File: config.mk
export PLATFORM = sky130hd
export DESIGN_NAME = add_reservation_station
export DESIGN_NICKNAME = d
export VERILOG_FILES = /design/src/rtl/add_reservation_station.sv
export SDC_FILE = /design/constraint.sdc
export NUM_CORES = 1
export LEC_CHECK = 0
export BUFFER_PORTS_ARGS = -buffer_cell sky130_fd_sc_hd__buf_2
export CAP_MARGIN = 30
export CELL_PAD_IN_SITES_DETAIL_PLACEMENT = 1
export CELL_PAD_IN_SITES_GLOBAL_PLACEMENT = 2
export CORE_ASPECT_RATIO = 1.75
export CORE_MARGIN = 3
export CORE_UTILIZATION = 40
export DETAILED_ROUTE_END_ITERATION = 10
export GPL_ROUTABILITY_DRIVEN = 0
export PLACE_DENSITY = 0.95
export SLEW_MARGIN = 20
export SYNTH_ARGS = -nofsm -noshare
export SYNTH_HDL_FRONTEND = slang
export SYNTH_SLANG_ARGS = --single-unit
File: constraint.sdc
create_clock -name clk -period 4.98 [get_ports clk]
set_clock_uncertainty 0.15 [all_clocks]
set_input_delay 0.996 -clock clk [delete_from_list [all_inputs] [get_ports clk]]
set_output_delay 0.996 -clock clk [all_outputs]
set_load 0.02 [all_outputs]
File: src/rtl/add_reservation_station.sv
// Reservation station for the integer adder: holds issued add ops, snoops the CDB for
// operands, and dispatches one ready op at a time until its result is broadcast.
module add_reservation_station #(
   parameter int unsigned NUM_ENTRIES = 3,
   parameter int unsigned DATA_W      = 32,
   parameter int unsigned TAG_W       = 4,
   parameter int unsigned TAG_BASE    = 1
) (
   input  logic              clk,
   input  logic              reset,
   input  logic              issue_valid,
   input  logic [DATA_W-1:0] issue_vj,
   input  logic [DATA_W-1:0] issue_vk,
   input  logic [TAG_W-1:0]  issue_qj,
   input  logic [TAG_W-1:0]  issue_qk,
   output logic              issue_ready,
   output logic [TAG_W-1:0]  issue_tag,
   input  logic              cdb_valid,
   input  logic [TAG_W-1:0]  cdb_tag,
   input  logic [DATA_W-1:0] cdb_data,
   output logic              start,
   output logic [DATA_W-1:0] SrcA,
   output logic [DATA_W-1:0] SrcB,
   output logic [TAG_W-1:0]  exec_tag
);

   localparam int unsigned IDX_W = (NUM_ENTRIES > 1) ? $clog2(NUM_ENTRIES) : 1;

   function automatic logic [TAG_W-1:0] entry_tag(input logic [IDX_W-1:0] idx);
      return TAG_W'(TAG_BASE) + TAG_W'(idx);
   endfunction

   logic [NUM_ENTRIES-1:0] busy_q, busy_d, disp_q, disp_d, ready;
   logic [DATA_W-1:0]      vj_q [NUM_ENTRIES];
   logic [DATA_W-1:0]      vj_d [NUM_ENTRIES];
   logic [DATA_W-1:0]      vk_q [NUM_ENTRIES];
   logic [DATA_W-1:0]      vk_d [NUM_ENTRIES];
   logic [TAG_W-1:0]       qj_q [NUM_ENTRIES];
   logic [TAG_W-1:0]       qj_d [NUM_ENTRIES];
   logic [TAG_W-1:0]       qk_q [NUM_ENTRIES];
   logic [TAG_W-1:0]       qk_d [NUM_ENTRIES];

   logic              inflight_q, inflight_d;
   logic [IDX_W-1:0]  exec_idx_q, exec_idx_d;
   logic              start_q, start_d;
   logic [DATA_W-1:0] src_a_q, src_a_d, src_b_q, src_b_d;
   logic [TAG_W-1:0]  exec_tag_q, exec_tag_d;

   logic             free_found, disp_found;
   logic [IDX_W-1:0] free_idx, disp_idx;
   logic             alloc, dispatch, complete, bypass_j, bypass_k;

   // Priority search on registered state only: a freed entry is not reused on its completion edge.
   always_comb begin
      free_found = 1'b0;
      free_idx   = '0;
      disp_found = 1'b0;
      disp_idx   = '0;
      for (int i = 0; i < NUM_ENTRIES; i++) begin
         ready[i] = busy_q[i] && !disp_q[i] && (qj_q[i] == '0) && (qk_q[i] == '0);
         if (!busy_q[i] && !free_found) begin
            free_found = 1'b1;
            free_idx   = IDX_W'(i);
         end
         if (ready[i] && !disp_found) begin
            disp_found = 1'b1;
            disp_idx   = IDX_W'(i);
         end
      end
   end

   assign alloc    = issue_valid && free_found;
   assign dispatch = !inflight_q && disp_found;
   assign complete = cdb_valid && inflight_q && (cdb_tag == exec_tag_q);
   assign bypass_j = cdb_valid && (issue_qj != '0) && (issue_qj == cdb_tag);
   assign bypass_k = cdb_valid && (issue_qk != '0) && (issue_qk == cdb_tag);

   always_comb begin
      busy_d     = busy_q;
      disp_d     = disp_q;
      vj_d       = vj_q;
      vk_d       = vk_q;
      qj_d       = qj_q;
      qk_d       = qk_q;
      inflight_d = inflight_q;
      exec_idx_d = exec_idx_q;
      start_d    = 1'b0;
      src_a_d    = src_a_q;
      src_b_d    = src_b_q;
      exec_tag_d = exec_tag_q;

      if (complete) begin
         inflight_d         = 1'b0;
         busy_d[exec_idx_q] = 1'b0;
      end

      for (int i = 0; i < NUM_ENTRIES; i++) begin
         if (busy_q[i] && cdb_valid) begin
            if ((qj_q[i] != '0) && (qj_q[i] == cdb_tag)) begin
               vj_d[i] = cdb_data;
               qj_d[i] = '0;
            end
            if ((qk_q[i] != '0) && (qk_q[i] == cdb_tag)) begin
               vk_d[i] = cdb_data;
               qk_d[i] = '0;
            end
         end
      end

      if (dispatch) begin
         start_d          = 1'b1;
         src_a_d          = vj_q[disp_idx];
         src_b_d          = vk_q[disp_idx];
         exec_tag_d       = entry_tag(disp_idx);
         exec_idx_d       = disp_idx;
         disp_d[disp_idx] = 1'b1;
         inflight_d       = 1'b1;
      end

      // The allocated entry is never busy, so snoop and completion cannot touch it too.
      if (alloc) begin
         busy_d[free_idx] = 1'b1;
         disp_d[free_idx] = 1'b0;
         vj_d[free_idx]   = bypass_j ? cdb_data : issue_vj;
         vk_d[free_idx]   = bypass_k ? cdb_data : issue_vk;
         qj_d[free_idx]   = bypass_j ? '0 : issue_qj;
         qk_d[free_idx]   = bypass_k ? '0 : issue_qk;
      end
   end

   always_ff @(posedge clk or negedge reset) begin
      if (!reset) begin
         busy_q     <= '0;
         disp_q     <= '0;
         for (int i = 0; i < NUM_ENTRIES; i++) begin
            vj_q[i] <= '0;
            vk_q[i] <= '0;
            qj_q[i] <= '0;
            qk_q[i] <= '0;
         end
         inflight_q <= 1'b0;
         exec_idx_q <= '0;
         start_q    <= 1'b0;
         src_a_q    <= '0;
         src_b_q    <= '0;
         exec_tag_q <= '0;
      end else begin
         busy_q     <= busy_d;
         disp_q     <= disp_d;
         vj_q       <= vj_d;
         vk_q       <= vk_d;
         qj_q       <= qj_d;
         qk_q       <= qk_d;
         inflight_q <= inflight_d;
         exec_idx_q <= exec_idx_d;
         start_q    <= start_d;
         src_a_q    <= src_a_d;
         src_b_q    <= src_b_d;
         exec_tag_q <= exec_tag_d;
      end
   end

   assign issue_ready = free_found;
   assign issue_tag   = entry_tag(free_idx);
   assign start       = start_q;
   assign SrcA        = src_a_q;
   assign SrcB        = src_b_q;
   assign exec_tag    = exec_tag_q;

endmodule
==> impl_metrics.json <==
{
  "outcome": "completed",
  "synth_edf_count": 0,
  "maxCapViolations": 0,
  "wl_per_cell_um": 26.2,
  "num-fill-cells": 3825,
  "reg2reg_from": "qj_q[4]",
  "synth_ff_type": "dfrtp_1",
  "async_flop_share_pct": 100,
  "synth_most_common_cell": "dfrtp_1",
  "area_growth_syn_to_layout_pct": 17.8,
  "utilization_pct": 48.2,
  "grt_pass1_vias": 13400,
  "cts_buffer_depth": 3,
  "initial_core_util_pct": 40.9,
  "post-cts-setup-buffers": 0,
  "cts.sinks": 293,
  "layout_min_cycle_time_ns": 3.31,
  "layout_setup_ws_ns": 1.67,
  "cts_tree": "built",
  "firstDrtPassIters": 7,
  "synth.cell_area_um2": 13900,
  "post-place-ws_ns": 1.12,
  "max_freq_ghz": 0.302,
  "hpwl_um": 32000,
  "drt-total-wl_um": 50900,
  "synthesis.yosys.warnings": 0,
  "layout.area.seq_um2": 7330,
  "seq_area_frac_synth_pct": 52.6,
  "grt_max_degree": 85,
  "grt_pass1_wl_um": 77900,
  "cts_buffers": 28,
  "cts.clk_slew.worst_paths_ns": 0.07,
  "row_count": 89,
  "io_pins": 186,
  "grt_antenna_before_repair": 3,
  "postCtsHoldBufs": 0,
  "die_y_um": 253,
  "num_vias": 12200,
  "insertion_delay_ns": 0.57,
  "grt_overflow": 0,
  "slew_violations": 0,
  "drt_iter0_drc": 1302,
  "path_class": "input pin to flip-flop",
  "power_density_nw_per_um2": 679,
  "p_leak_nw": 7.38,
  "track_usage_pct": 26.6,
  "cp_max_fo": 32,
  "crit_start": "cdb_tag[2]",
  "finalHoldViolations": 0,
  "worst_slew_pin_slew_ns": 1.07,
  "ir_drop_mv": 0.280,
  "cts_resized": 0,
  "slew_headroom_pct": 28.6,
  "ant_nets": 0,
  "timing.setup.tns_ns": 0,
  "rsz0062_at_grt": "false",
  "cp-start-kind": "input pin",
  "root_buffer": "clkbuf_16",
  "core_area_um2": 34100,
  "viasPerCell": 6.27,
  "htreeDepth": 1,
  "numPortBuffers": 182,
  "fp.dieW_um": 147,
  "syn_avg_cell_area_um2": 10.4,
  "setup-violations-final": 0,
  "worst_setup_path_end_kind": "flip-flop",
  "cp.required_ns": 5.33,
  "hold_path_class": "input pin to async pin",
  "ys_top_cells_by_area": "dfrtp_1, o221a_2, a222oi_1",
  "drive_gt1_share_pct": 30.7,
  "yosysTopAreaCellShare_pct": 52.6,
  "syn_inst": 1335,
  "min_period_over_period_pct": 66.4,
  "drc": 0,
  "nets": 1575,
  "die-area_um2": 37200,
  "arrival_ns": 3.66,
  "multi_input_area_um2": 5600,
  "ys_types": 49,
  "ys_ff_latch": 293,
  "synth_commonest_cells": "dfrtp_1, inv_1, nand2_1",
  "yosysTopAreaCell": "dfrtp_1"
}
[area by class of cell]
type	instances	share of cell area, %
Sequential cell	293	44.6
Multi-Input combinational cell	766	34.1
Timing Repair Buffer	209	7.84
Clock buffer	38	4.93
Inverter	165	3.77
Tap cell	455	3.47
Clock inverter	14	1.20
Antenna cell	3	0.0457
[sequential cells by signal (all words and copies together), names as in the netlist]
signal / count
start: 1
exec_idx_q: 2
SrcB: 32
inflight_q: 1
SrcA: 32
vj_q: 96
exec_tag: 3
qj_q: 12
disp_q: 3
vk_q: 96
qk_q: 12
busy_q: 3
[critical path: stages]
cell and delay, ns:
buf_2 0.21, or3_1 0.40, a2111oi_2 0.75, or2_2 0.92, o221a_1 0.36
[per-layer routing]
layer	wire, um	vias to the layer above	track usage (%)
met5	0	-	0
met4	2940	0	15.2
met3	2750	159	3.22
met2	26400	575	47.7
met1	18800	6324	30.4
li1	-	5134	-
[path summary, 6_finish.rpt]
check / slack [ns] / cells after the start / to
worst max-delay path: 1.67 / 5 / vk_q[85]
worst min-delay path: 0.24 / 1 / busy_q[2]
worst max register to register: 1.72 / 6 / SrcA[5]
worst min register to register: 0.35 / 2 / disp_q[1]
max in group asynchronous: 3.38 / 2 / vj_q[7]
min in group clk: 0.35 / 2 / disp_q[1]
[kinds of logic after synthesis]
kind of cell	count (synthesis)	share of synthesized area, %
simple gates	296	9.05
flops	293	52.6
other cells	1	0.0269
xor+xnor	30	1.88
compound gates	437	28.1
buf+inv	278	8.39
[per-stage QoR]
stage               std cells  hold WS (ns)  power, mW  area (um2)
floorplan                1337         0.304       7.14       14000
detailed placement       1884         0.344       8.68       15300
global route             1942         0.305       11.7       16400
global placement         1880         0.322       8.40       15200
CTS                      1936         0.287       11.1       16400
finish                   1943         0.242       11.1       16400
[power breakdown]
group / switching [mW] / internal [mW]
clock network: 1.00 / 1.36
registers: 0.885 / 3.54
logic: 2.56 / 1.80
[layout by cell type (no fill, tap or decap), types with 15 or more instances in the layout]
cell type	netlist	routed
a21oi_1	122	114
nand2_1	162	162
buf_2	26	181
inv_1	165	165
xor2_1	19	19
dfrtp_1	293	292
o221ai_2	28	28
o221a_2	122	122
a222oi_1	64	64
o221ai_1	36	36
clkbuf_16	0	29
a21oi_2	20	20
nor2_1	79	75
buf_4	5	15
Note: power is estimated with default switching activity, not from simulation.
